`src/rtl/nes_clk_enables.sv`:
```
// nes_clk_enables: divides the master clock into CPU/PPU enables and M2, sequences the
// domain resets, and freezes the dividers at CPU-cycle boundaries for debug halt/step.
module nes_clk_enables #(
  parameter int RST_CYCLES = 127,
  parameter int PPU_LEAD   = 31
) (
  input  logic       clk_master,
  input  logic       rst_master,
  input  logic [1:0] region,
  input  logic       halt,
  input  logic       step,
  input  logic       soft_rst,
  output logic       ppu_ce,
  output logic       cpu_ce,
  output logic       m2,
  output logic       rst_ppu,
  output logic       rst_cpu,
  output logic       halted,
  output logic [1:0] region_active,
  output logic [3:0] cpu_phase
);
  localparam logic [15:0] RST_LOAD = 16'(RST_CYCLES);
  localparam logic [15:0] LEAD     = 16'(PPU_LEAD);
  typedef enum logic [1:0] {S_RUN, S_FROZEN, S_STEP} state_t;
  state_t      r_state, w_state_nxt;
  logic [3:0]  r_cpu_cnt, w_cpu_nxt, w_cpu_last, w_m2_low;
  logic [2:0]  r_ppu_cnt, w_ppu_nxt, w_ppu_last;
  logic [15:0] r_rst_ctr;
  logic [1:0]  r_region, w_region_in;
  logic        r_m2, r_rst_ppu, r_rst_cpu, w_frozen, w_cpu_ce, w_ppu_ce;
  always_comb begin
    w_cpu_last  = r_region == 2'd1 ? 4'd15 : r_region == 2'd2 ? 4'd14 : 4'd11;
    w_ppu_last  = r_region == 2'd0 ? 3'd3 : 3'd4;
    w_m2_low    = r_region == 2'd0 ? 4'd5 : 4'd6;
    w_region_in = region == 2'd3 ? 2'd0 : region;
    w_frozen    = r_state == S_FROZEN;
    w_cpu_ce    = !w_frozen && r_cpu_cnt == w_cpu_last;
    w_ppu_ce    = !w_frozen && r_ppu_cnt == w_ppu_last;
    w_state_nxt = w_frozen ? (!halt ? S_RUN : step ? S_STEP : S_FROZEN)
                : (w_cpu_ce && (halt || r_state == S_STEP)) ? S_FROZEN : r_state;
    w_cpu_nxt   = w_frozen ? r_cpu_cnt : w_cpu_ce ? 4'd0 : r_cpu_cnt + 4'd1;
    // PPU phase restarts whenever a new CPU period begins on a freeze or a region change
    w_ppu_nxt   = w_frozen ? r_ppu_cnt
                : (w_ppu_ce || (w_cpu_ce && (w_state_nxt == S_FROZEN || w_region_in != r_region))) ? 3'd0
                : r_ppu_cnt + 3'd1;
  end
  always_ff @(posedge clk_master or posedge rst_master)
    if (rst_master) begin
      r_state   <= S_RUN;
      r_cpu_cnt <= 4'd0;
      r_ppu_cnt <= 3'd0;
      r_rst_ctr <= RST_LOAD;
      r_region  <= 2'd0;
      r_m2      <= 1'b0;
      r_rst_ppu <= 1'b1;
      r_rst_cpu <= 1'b1;
    end else begin
      r_state   <= w_state_nxt;
      r_cpu_cnt <= w_cpu_nxt;
      r_ppu_cnt <= w_ppu_nxt;
      r_rst_ctr <= soft_rst ? RST_LOAD : r_rst_ctr == 16'd0 ? 16'd0 : r_rst_ctr - 16'd1;
      r_m2      <= w_cpu_nxt >= w_m2_low;
      r_rst_ppu <= r_rst_ppu && r_rst_ctr > LEAD;
      r_rst_cpu <= soft_rst || (r_rst_cpu && !(w_cpu_ce && r_rst_ctr == 16'd0));
      if (w_cpu_ce) r_region <= w_region_in;
    end
  assign ppu_ce        = w_ppu_ce;
  assign cpu_ce        = w_cpu_ce;
  assign m2            = r_m2;
  assign rst_ppu       = r_rst_ppu;
  assign rst_cpu       = r_rst_cpu;
  assign halted        = w_frozen;
  assign region_active = r_region;
  assign cpu_phase     = r_cpu_cnt;
endmodule

```
`config.mk`:
```
export PLATFORM = sky130hd
export DESIGN_NAME = nes_clk_enables
export DESIGN_NICKNAME = d
export VERILOG_FILES = /design/src/rtl/nes_clk_enables.sv
export SDC_FILE = /design/constraint.sdc
export NUM_CORES = 1
export LEC_CHECK = 0
export CAP_MARGIN = 40
export CELL_PAD_IN_SITES_DETAIL_PLACEMENT = 0
export CELL_PAD_IN_SITES_GLOBAL_PLACEMENT = 1
export CORE_ASPECT_RATIO = 1.1
export CORE_MARGIN = 2
export CORE_UTILIZATION = 36
export DETAILED_ROUTE_END_ITERATION = 7
export MAX_ROUTING_LAYER = met4
export PLACE_DENSITY = 0.8
export SETUP_SLACK_MARGIN = 0.15
export SYNTH_ARGS = -nofsm -noshare
export SYNTH_HDL_FRONTEND = slang
export SYNTH_SLANG_ARGS = --single-unit
```
`constraint.sdc`:
```
create_clock -name clk_master -period 2.1 [get_ports clk_master]
set_input_delay 0.42 -clock clk_master [delete_from_list [all_inputs] [get_ports clk_master]]
set_output_delay 0.42 -clock clk_master [all_outputs]
set_load 0.01 [all_outputs]
```
==> run_results.csv, run 1 <==
group,metric,value,unit
logic_synthesis,synth_top_cell_area_share,30.32,%
worst_setup_path,critical_path.max_fanout,3,
route,drc_errors,0,
die,die_y,76.77,microns
die,start_util,37.25,%
timing,tightest_slew,0.5305,ns
worst_setup_path,critPathKind,"reg -> reg",
placed_design,dp_hpwl,2710,microns
clocking,htreeDepth,2,
die,core_area,4652,sq um
placed_design,globalplace.congestion,0.8181,
global_route,grt_max_degree,31,
worst_setup_path,end_kind,"flip-flop",
timing,finClkSkew,0.005901,ns
worst_setup_path,worstPathRequired,2.28,ns
power,ir_worst_vdd,0.0007813,V
logic_synthesis,yosysSeqAreaShare,43.97,%
logic_synthesis,synth-main-ff-cell,"dfrtp_1",
timing,finalSetupViolCount,1,
global_route,grt_pass1_vias,1446,
timing,slew_viol_final,0,
worst_setup_path,critPathLaunchType,"flip-flop",
placed_design,numPortBuffers,18,
route,routedWlPerCell,14.52,microns
logic_synthesis,avgSynthCellArea,10.02,sq um
logic_synthesis,synth.distinct_cells,45,
cells_and_area,fin_nets,228,
route,vias,1411,
timing,period_needed,2.156,ns
cells_and_area,stdcell_area,2262,sq um
clocking,cts.sinks,30,
route,drt_first_pass_iters,4,
cells_and_area,antenna_cells,0,
worst_setup_path,rr_worst_depth,11,
timing,hold_viol,0,
worst_setup_path,cp.arrival,2.33,ns
clocking,clk_pin_slew_worst_paths,0.07,ns
clocking,cts_buffers,5,
worst_setup_path,worstPathCellList,"inv_2 > ha_4 > xnor2_2 > and4_4 > nor3_4 > a21oi_2 > ha_1 > inv_1 > a21boi_1 > o221ai_1 > o311ai_1",
logic_synthesis,yosys_warnings,0,
cells_and_area,layout-drive-gt1-share,26.64,%
timing,fmax,0.4638,GHz
power,power_density,1223,nW/um^2
die,die-area,5385,sq um
global_route,gr-total-overflow,0,
timing,slew_headroom,64.31,%
status,violations,"negative setup slack",
min_path,hold_depth,2,
die,die_w,70.15,microns
worst_setup_path,cp_slowest_cell,"dfrtp_1",
logic_synthesis,async_reset_ff_share,100.0,%
power,leakage,0.9715,nW
timing,finalWorstSetupSlack,-0.05623,ns
die,ios,19,
logic_synthesis,synth_edf_count,0,
die,fp-row-count,26,
logic_synthesis,synth.largest_area_cell,"dfrtp_1",
logic_synthesis,syn_area,1733,sq um
clocking,cts_tree,"done",
min_path,hp-class,"reg -> reg",
route,routed_wl,3920,microns
global_route,grt_pass1_wl,6727,microns
clocking,clock-root-buffer,"clkbuf_8",
worst_setup_path,critPathMaxStageDelay,0.43,ns
timing,whs,0.4388,ns
logic_synthesis,ys_ff_latch,30,
global_route,antenna_found_initial,0,
cells_and_area,syn_to_final_growth,30.54,%
placed_design,post-place-ws,-0.08830,ns
status,status,"finished with violations",
route,ant_nets,0,
run,cap_violations,0,
logic_synthesis,yosys-top-cells-area,"dfrtp_1, dfstp_2, xor2_1, ha_1, nor2_1",
logic_synthesis,synth_nets,188,
logic_synthesis,syn_inst,173,
clocking,clk_latency,0.28,ns
cells_and_area,final_core_util,48.63,%
timing,rsz0062_at_grt,"yes",
cells_and_area,fillers,456,
route,dr.first_iter.drc_count,81,
placed_design,postPlaceCellArea,2127,sq um
cells_and_area,final_cell_mix,"dfrtp_1, buf_4, clkdlybuf4s50_1",
clocking,clock_tree.buffer_depth,2,
global_route,track_usage,16.04,%
timing,layout_worst_path_cycle_share,102.7,%
route,via_per_inst,5.226,
through the flow:
step	TNS (ns)	cells	total power (W)
final	-0.05623	270	0.002767
after global routing	-0.2157	270	0.002985
after CTS	-0.06407	270	0.002751
after detailed placement	-0.1453	261	0.002183
after global placement	-0.01690	261	0.002145
after floorplan	-0.01997	173	0.001617
routing by layer:
| metal | track usage, % | routed length [microns] | vias to the layer above |
|---|---|---|---|
| met1 | 18.83 | 1806 | 680 |
| met5 | - | 0 | - |
| li1 | - | - | 707 |
| met4 | 4.615 | 35 | 0 |
| met3 | 4.336 | 123 | 5 |
| met2 | 26.95 | 1955 | 19 |
critical path, delay by kind of cell (launching register included):
family / cells / cell delay (ns)
buffers and inverters: 2 / 0.13
AND/OR/NAND/NOR: 2 / 0.35
AO/OA/AOI/OAI: 4 / 0.53
XOR/XNOR: 1 / 0.13
flip-flops: 1 / 0.43
adder cells (fa/ha/maj): 2 / 0.47
cell usage after synthesis, types with 2 or more instances:
library cell	n
nand2b_1	4
a21o_1	4
nor2_1	16
a22o_1	2
o31ai_1	3
a21boi_0	2
xnor2_1	2
o21bai_1	3
nand2_1	10
buf_2	3
nor3_1	5
dfstp_2	9
nor3b_1	2
nand4b_1	4
mux2i_1	2
xor2_1	13
nor2b_1	2
clkbuf_1	2
o21ai_0	8
nand4_1	4
dfrtp_1	21
a211o_1	2
nor4_1	3
a21oi_1	7
ha_1	8
nand3_1	5
inv_1	9
cell families after synthesis:
logic type / count (synthesis) / synth area share, %
and+or+nand+nor: 67 / 23.97
AOI/OAI and AO/OA: 37 / 14.30
DFF: 30 / 43.97
xor gates and xnor gates: 15 / 7.581
buffers and inverters: 14 / 3.249
adders and majority gates: 8 / 5.776
muxes: 2 / 1.155
registers in the layout, indices dropped and copies added (netlist names):
register / count
rst_ppu: 1
rst_cpu: 1
region_active: 2
cpu_phase: 4
r_rst_ctr: 16
r_state: 2
m2: 1
r_ppu_cnt: 3
cell type report:
cell class	count	area [sq um]	share of cell area, %
Tap cell	56	70.07	3.097
Timing Repair Buffer	38	319.1	14.10
Sequential cell	30	763.2	33.74
Multi-Input combinational cell	129	991.0	43.81
Inverter	9	38.79	1.715
Clock buffer	8	80.08	3.540
worst paths after layout:
check	startpoint	end	slack, ns
worst min register to register	rst_ppu	rst_ppu	0.44
max in group asynchronous	rst_master	rst_ppu	1.25
worst max-delay path	region_active[1]	m2	-0.06
worst max register to register	region_active[1]	m2	-0.06
worst min-delay path	rst_ppu	rst_ppu	0.44
min in group asynchronous	rst_master	region_active[1]	0.52
report_power, final:
group | total, W | switching, W | internal (W)
registers | 0.000859 | 0.000147 | 0.000712
logic | 0.00145 | 0.000677 | 0.000773
clock network | 0.000458 | 0.000222 | 0.000235
timing repair:
item | in CTS | in global routing
pin swaps | 1 | 1
setup endpoints to repair | 4 | 4
gates cloned | 0 | 0
buffers inserted | 1 | 0
hold buffers | 0 | 0
gates resized for setup | 19 | 4
(Power assumes the default switching activity.)
==> inputs of run 2 (changes only) <==
--- a/config.mk
+++ b/config.mk
@@ -17,2 +17,3 @@
 export SETUP_SLACK_MARGIN = 0.15
+export SLEW_MARGIN = 20
 export SYNTH_ARGS = -nofsm -noshare
--- a/constraint.sdc
+++ b/constraint.sdc
@@ -3,2 +3,2 @@
 set_output_delay 0.42 -clock clk_master [all_outputs]
-set_load 0.01 [all_outputs]
+set_load 0.005 [all_outputs]
==> run 2 against run 1 <==
  * The flow still finishes with violations (negative setup slack)
  * Via count is 1.2% higher
  * Power is 0.32% lower
  * Critical endpoint unchanged
  * Critical path depth is 2 lower
  * Sequential power is 2% lower
  * First-iteration DRC count is 15% lower
  * Clock-buffer cell count stayed put
  * Flip-flop and latch count stayed put
  * Critical path type unchanged
  * Fmax is 0.76% higher
  * Cell area is 1.9% higher
  * Routed wire length is 5.2% lower
==> run_results.csv, run 2 (synthesized netlist as in run 1, its figures left out) <==
group,metric,value,unit
status,status,"finished with violations",
status,violations,"negative setup slack",
timing,fmax,0.4673,GHz
placed_design,post-place-ws,-0.06136,ns
timing,period_needed,2.140,ns
cells_and_area,top_register,"r_rst_ctr",
clocking,clk_pin_slew_worst_paths,0.07,ns
clocking,clock-root-buffer,"clkbuf_8",
cells_and_area,final_core_util,49.54,%
die,die-area,5385,sq um
worst_setup_path,critPathLaunchType,"flip-flop",
global_route,antenna_found_initial,0,
die,die_w,70.15,microns
placed_design,globalplace.congestion,0.8226,
power,finalPower,0.002758,W
cells_and_area,syn_to_final_growth,33.00,%
global_route,gr-total-overflow,0,
timing,layout_worst_path_cycle_share,101.9,%
route,ant_nets,0,
route,routed_wl,3715,microns
clocking,clk_latency,0.28,ns
placed_design,dp_hpwl,2636,microns
cells_and_area,largest_reg_flops,16,
timing,hold_viol,0,
worst_setup_path,critPathMaxStageDelay,0.38,ns
clocking,clock_tree.buffer_depth,2,
power,seqPwrFrac,30.7,%
power,switching_share,35.56,%
timing,tightest_slew,0.5515,ns
cells_and_area,fin_nets,234,
power,intPower,0.001777,W
timing,finalSetupViolCount,1,
route,routedWlPerCell,13.46,microns
worst_setup_path,cp_slowest_cell,"dfrtp_1",
global_route,track_usage,15.13,%
die,fp-row-count,26,
run,cap_violations,0,
global_route,grt_pass1_wl,6327,microns
clocking,cts_buffers,5,
timing,slew_viol_final,0,
clocking,htreeDepth,2,
die,die_y,76.77,microns
placed_design,numPortBuffers,18,
worst_setup_path,critical_path.max_fanout,3,
cells_and_area,antenna_cells,0,
min_path,hp-class,"reg -> reg",
timing,slew_headroom,62.89,%
power,power_density,1197,nW/um^2
power,leakage,0.9865,nW
die,start_util,37.25,%
cells_and_area,layout-drive-gt1-share,28.64,%
power,ir_worst_vdd,0.0007805,V
power,combPwrFrac,51.9,%
power,p_switching,0.0009806,W
worst_setup_path,worstPathRequired,2.28,ns
route,via_per_inst,5.174,
route,drc_errors,0,
cells_and_area,fillers,442,
worst_setup_path,critical_path_buf_inv_count,1,
global_route,grt_max_degree,31,
cells_and_area,final_cell_mix,"buf_4, dfrtp_1, clkdlybuf4s50_1",
route,drt_first_pass_iters,4,
clocking,cts_tree,"done",
worst_setup_path,end_kind,"flip-flop",
timing,finalWorstSetupSlack,-0.03995,ns
worst_setup_path,cp_top_family,"compound AO/OA/AOI/OAI gates",
timing,rsz0062_at_grt,"yes",
clocking,cts.sinks,30,
timing,finClkSkew,0.004919,ns
die,core_area,4652,sq um
worst_setup_path,critPathKind,"reg -> reg",
worst_setup_path,cp.arrival,2.32,ns
die,ios,19,
global_route,grt_pass1_vias,1392,
cells_and_area,mostFrequentLayoutCell,"buf_4",
worst_setup_path,worstPathCellList,"inv_2 > ha_2 > xor2_2 > and4_4 > o21ai_1 > ha_1 > a21boi_1 > o221ai_1 > o311ai_1",
route,dr.first_iter.drc_count,69,
power,clkPwrFrac,17.5,%
route,vias,1428,
-- run 2: cell types whose count changed in the layout (fill, tap and decap cells not counted), sizes merged --
cell and change:
dlygate4sd2 -1, clkdlybuf4s15 +1, buf +5, clkdlybuf4s50 +1
-- run 2: per-layer routing --
metal / up-vias / global-route usage, % / part of all wire (%)
met2: 26 / 23.90 / 48
met5: - / - / 0
met1: 674 / 18.08 / 46
met4: 0 / 6.923 / 2.9
li1: 718 / - / -
met3: 10 / 3.942 / 3.2
-- run 2: worst paths after layout --
check | from | to | slack [ns] | cells past startpoint
worst min-delay path | rst_ppu | rst_ppu | 0.45 | 2
min in group asynchronous | rst_master | r_ppu_cnt[2] | 0.52 | 3
worst min register to register | rst_ppu | rst_ppu | 0.45 | 2
worst max register to register | region_active[0] | m2 | -0.04 | 9
worst max-delay path | region_active[0] | m2 | -0.04 | 9
max in group asynchronous | rst_master | r_rst_ctr[4] | 1.26 | 3
-- run 2: final cells by class --
cell class | count | area, sq um | share of cell area [%]
clock buffers | 8 | 90.09 | 3.909
inverters | 9 | 36.28 | 1.574
multi-input cells | 129 | 974.7 | 42.29
flip-flops and latches | 30 | 762.0 | 33.06
well taps | 56 | 70.07 | 3.040
repair buffers | 44 | 371.6 | 16.12
-- run 2: repair_timing --
action                                 CTS  global route
buffers inserted                         2             4
endpoints found under the hold margin    0             0
resized for setup                       13             4
hold buffers                             0             0
pin swaps                                4             1
setup endpoints to repair                4             3
-- run 2: worst reg2reg max path, stage by stage (launching register included) --
cell      delay, ns
dfrtp_1        0.38
inv_2          0.09
ha_2           0.22
xor2_2         0.16
and4_4         0.27
o21ai_1        0.10
ha_1           0.28
a21boi_1       0.16
o221ai_1       0.13
o311ai_1       0.23
-- run 2: power groups by stage --
stage                     Clock (W)  Sequential [W]  Combinational [W]
after floorplan                   0        0.000833           0.000748
after global placement            0        0.000842            0.00125
after detailed placement          0        0.000837            0.00127
after CTS                  0.000502        0.000836            0.00134
after global routing       0.000527        0.000865            0.00160
final                      0.000482        0.000846            0.00143
-- run 2: metrics by stage --
step | std cells | cell area (sq um) | TNS, ns | hold slack [ns]
after floorplan | 173 | 1755 | -0.001473 | 0.4302
after global placement | 262 | 2133 | 0 | 0.4343
after detailed placement | 262 | 2133 | -0.06136 | 0.4474
after CTS | 272 | 2251 | -0.03502 | 0.4572
after global routing | 276 | 2305 | -0.3179 | 0.4772
final | 276 | 2305 | -0.03995 | 0.4471
==> inputs of run 3 (changes only) <==
Settings changed: CELL_PAD_IN_SITES_GLOBAL_PLACEMENT 1 to 2, CORE_UTILIZATION 36 to 32, PLACE_DENSITY 0.8 to 0.85.
==> run 3 against run 2 <==
  * The run still ends with negative setup slack left
  * First-iteration DRC count fell by 2.9%
  * Cell area is 4.5% higher
  * Power increased by 10%
  * Utilization is 4.0 points lower
  * Worst setup slack got worse by 0.080 ns
  * Non-clock buffer count rose by 4
  * Clock skew decreased by 0.0012 ns
  * Combinational power is 14% higher
  * Sequential power increased by 1%
  * Clock-buffer cell count unchanged
  * Global-route usage hardly changed
  * Critical path depth fell by 2
  * Critical path type is now reg -> out
  * Critical endpoint is now cpu_ce
  * Highest routed layer unchanged
==> run_results.csv, run 3 (synthesized netlist as in run 1, its figures left out) <==
group,metric,value,unit
min_path,holdPathEnd,"rst_ppu",
global_route,grt_max_degree,31,
route,routedWlPerCell,13.10,microns
worst_setup_path,critPathLaunchType,"flip-flop",
placed_design,dp_hpwl,2721,microns
min_path,hp-class,"reg -> reg",
timing,rsz0062_at_grt,"yes",
cells_and_area,top_register,"r_rst_ctr",
worst_setup_path,worstPathCellList,"buf_4 > inv_2 > ha_4 > xnor2_2 > nand4_1 > nor2_1 > dlygate4sd2_1",
route,drc_errors,0,
cells_and_area,fillers,516,
die,core_area,5290,sq um
clocking,clk_latency,0.28,ns
die,fp-row-count,28,
timing,finClkSkew,0.003723,ns
timing,layout_worst_path_cycle_share,105.7,%
worst_setup_path,rr_worst_depth,13,
worst_setup_path,cp-startpoint,"region_active[1]",
route,ant_nets,0,
clocking,clock-root-buffer,"clkbuf_8",
die,die_w,74.17,microns
run,cap_violations,0,
timing,slew_viol_final,0,
global_route,antenna_found_initial,0,
cells_and_area,fin_nets,238,
worst_setup_path,critPathKind,"reg -> out",
status,violations,"negative setup slack",
timing,slew_headroom,65.85,%
worst_setup_path,critPathMaxStageDelay,0.41,ns
worst_setup_path,worstReg2RegEnd,"m2",
timing,tightest_slew,0.5076,ns
timing,hold_viol,0,
clocking,clock_tree.buffer_depth,2,
worst_setup_path,critical_path_buf_inv_count,3,
timing,finalSetupViolCount,2,
cells_and_area,largest_reg_flops,16,
clocking,cts.sinks,30,
min_path,hold_depth,2,
cells_and_area,syn_to_final_growth,38.99,%
route,routed_wl,3918,microns
die,start_util,32.76,%
power,ir_worst_vdd,0.0009647,V
clocking,cts_buffers,5,
clocking,ctsHoldBuffers,0,
cells_and_area,antenna_cells,0,
route,vias,1463,
power,leakage,1.021,nW
route,via_per_inst,4.893,
worst_setup_path,r2r_slack,-0.11,ns
clocking,htreeDepth,2,
die,die-area,6021,sq um
placed_design,globalplace.congestion,0.7594,
placed_design,numPortBuffers,18,
placed_design,post-place-ws,-0.1026,ns
route,drt_first_pass_iters,4,
timing,period_needed,2.220,ns
global_route,gr-total-overflow,0,
worst_setup_path,worstPathRequired,1.68,ns
cells_and_area,layout-drive-gt1-share,32.59,%
power,power_density,1261,nW/um^2
status,status,"finished with violations",
timing,fmax,0.4505,GHz
clocking,cts_tree,"done",
worst_setup_path,cp_slowest_cell,"dfrtp_1",
cells_and_area,final_cell_mix,"buf_4, dfrtp_1, nor2_1, clkdlybuf4s50_1, xor2_1",
timing,finalWorstSetupSlack,-0.1197,ns
worst_setup_path,end_kind,"output port",
cells_and_area,final_core_util,45.53,%
die,die_y,81.18,microns
worst_setup_path,cp.arrival,1.80,ns
worst_setup_path,cp_top_family,"buffers and inverters",
route,dr.first_iter.drc_count,67,
global_route,grt_pass1_wl,6748,microns
global_route,grt_pass1_vias,1504,
clocking,clk_pin_slew_worst_paths,0.07,ns
worst_setup_path,r2r-start,"region_active[0]",
die,ios,19,
cells_and_area,mostFrequentLayoutCell,"buf_4",
worst_setup_path,critical_path.max_fanout,2,
global_route,track_usage,15.09,%
min_path,holdCritStartpoint,"rst_ppu",
## run 3: worst max path at each step
stage	endpoint	cells after the start	slack [ns]
floorplan	m2	11	-0.001
global placement	m2	11	0.005
detailed placement	m2	9	-0.10
CTS	m2	13	-0.17
global route	cpu_ce	7	-0.25
finish	cpu_ce	7	-0.12
## run 3: power breakdown
group / switching (W) / leakage (nW) / total (W) / internal, W
registers: 0.000144 / 0.367 / 0.000857 / 0.000712
logic: 0.000698 / 0.596 / 0.00163 / 0.000927
clock network: 0.000224 / 0.0575 / 0.000555 / 0.000331
## run 3: repair_timing
| action | 4_1_cts | 5_1_grt |
|---|---|---|
| endpoints found under the setup margin | 4 | 4 |
| setup buffers | 10 | 0 |
| gates resized for setup | 17 | 6 |
| pin swaps | 4 | 2 |
## run 3: per-stage QoR
step / hold slack (ns) / setup TNS, ns / cells / cell area (sq um) / total power, W
final: 0.4508 / -0.2248 / 299 / 2409 / 0.003037
after global routing: 0.4726 / -0.4827 / 299 / 2409 / 0.003272
after CTS: 0.4508 / -0.3005 / 299 / 2385 / 0.002969
after detailed placement: 0.4401 / -0.1061 / 281 / 2157 / 0.002124
after global placement: 0.4328 / 0 / 281 / 2157 / 0.002108
after floorplan: 0.4302 / -0.001473 / 173 / 1755 / 0.001581
## run 3: layout make-up
cell class / instances / area (sq um) / area share, %
multi-input combinational: 129 / 1002 / 41.61
sequential: 30 / 763.2 / 31.69
timing repair buffer: 48 / 401.6 / 16.68
clock buffer: 8 / 110.1 / 4.571
tap: 75 / 93.84 / 3.896
inverter: 9 / 37.54 / 1.558
## run 3: worst min-delay path: cells and delay by family (launching register included)
| family | cells | cell delay [ns] |
|---|---|---|
| flip-flops | 1 | 0.37 |
| buffers and inverters | 1 | 0.05 |
| AO/OA/AOI/OAI | 1 | 0.04 |
## run 3: layer usage
layer | vias up | global-route usage (%) | part of all wire, %
li1 | 724 | - | -
met1 | 710 | 16.30 | 43
met2 | 23 | 26.52 | 52
met3 | 6 | 4.218 | 3.7
met4 | 0 | 4.909 | 1.3
met5 | - | - | 0
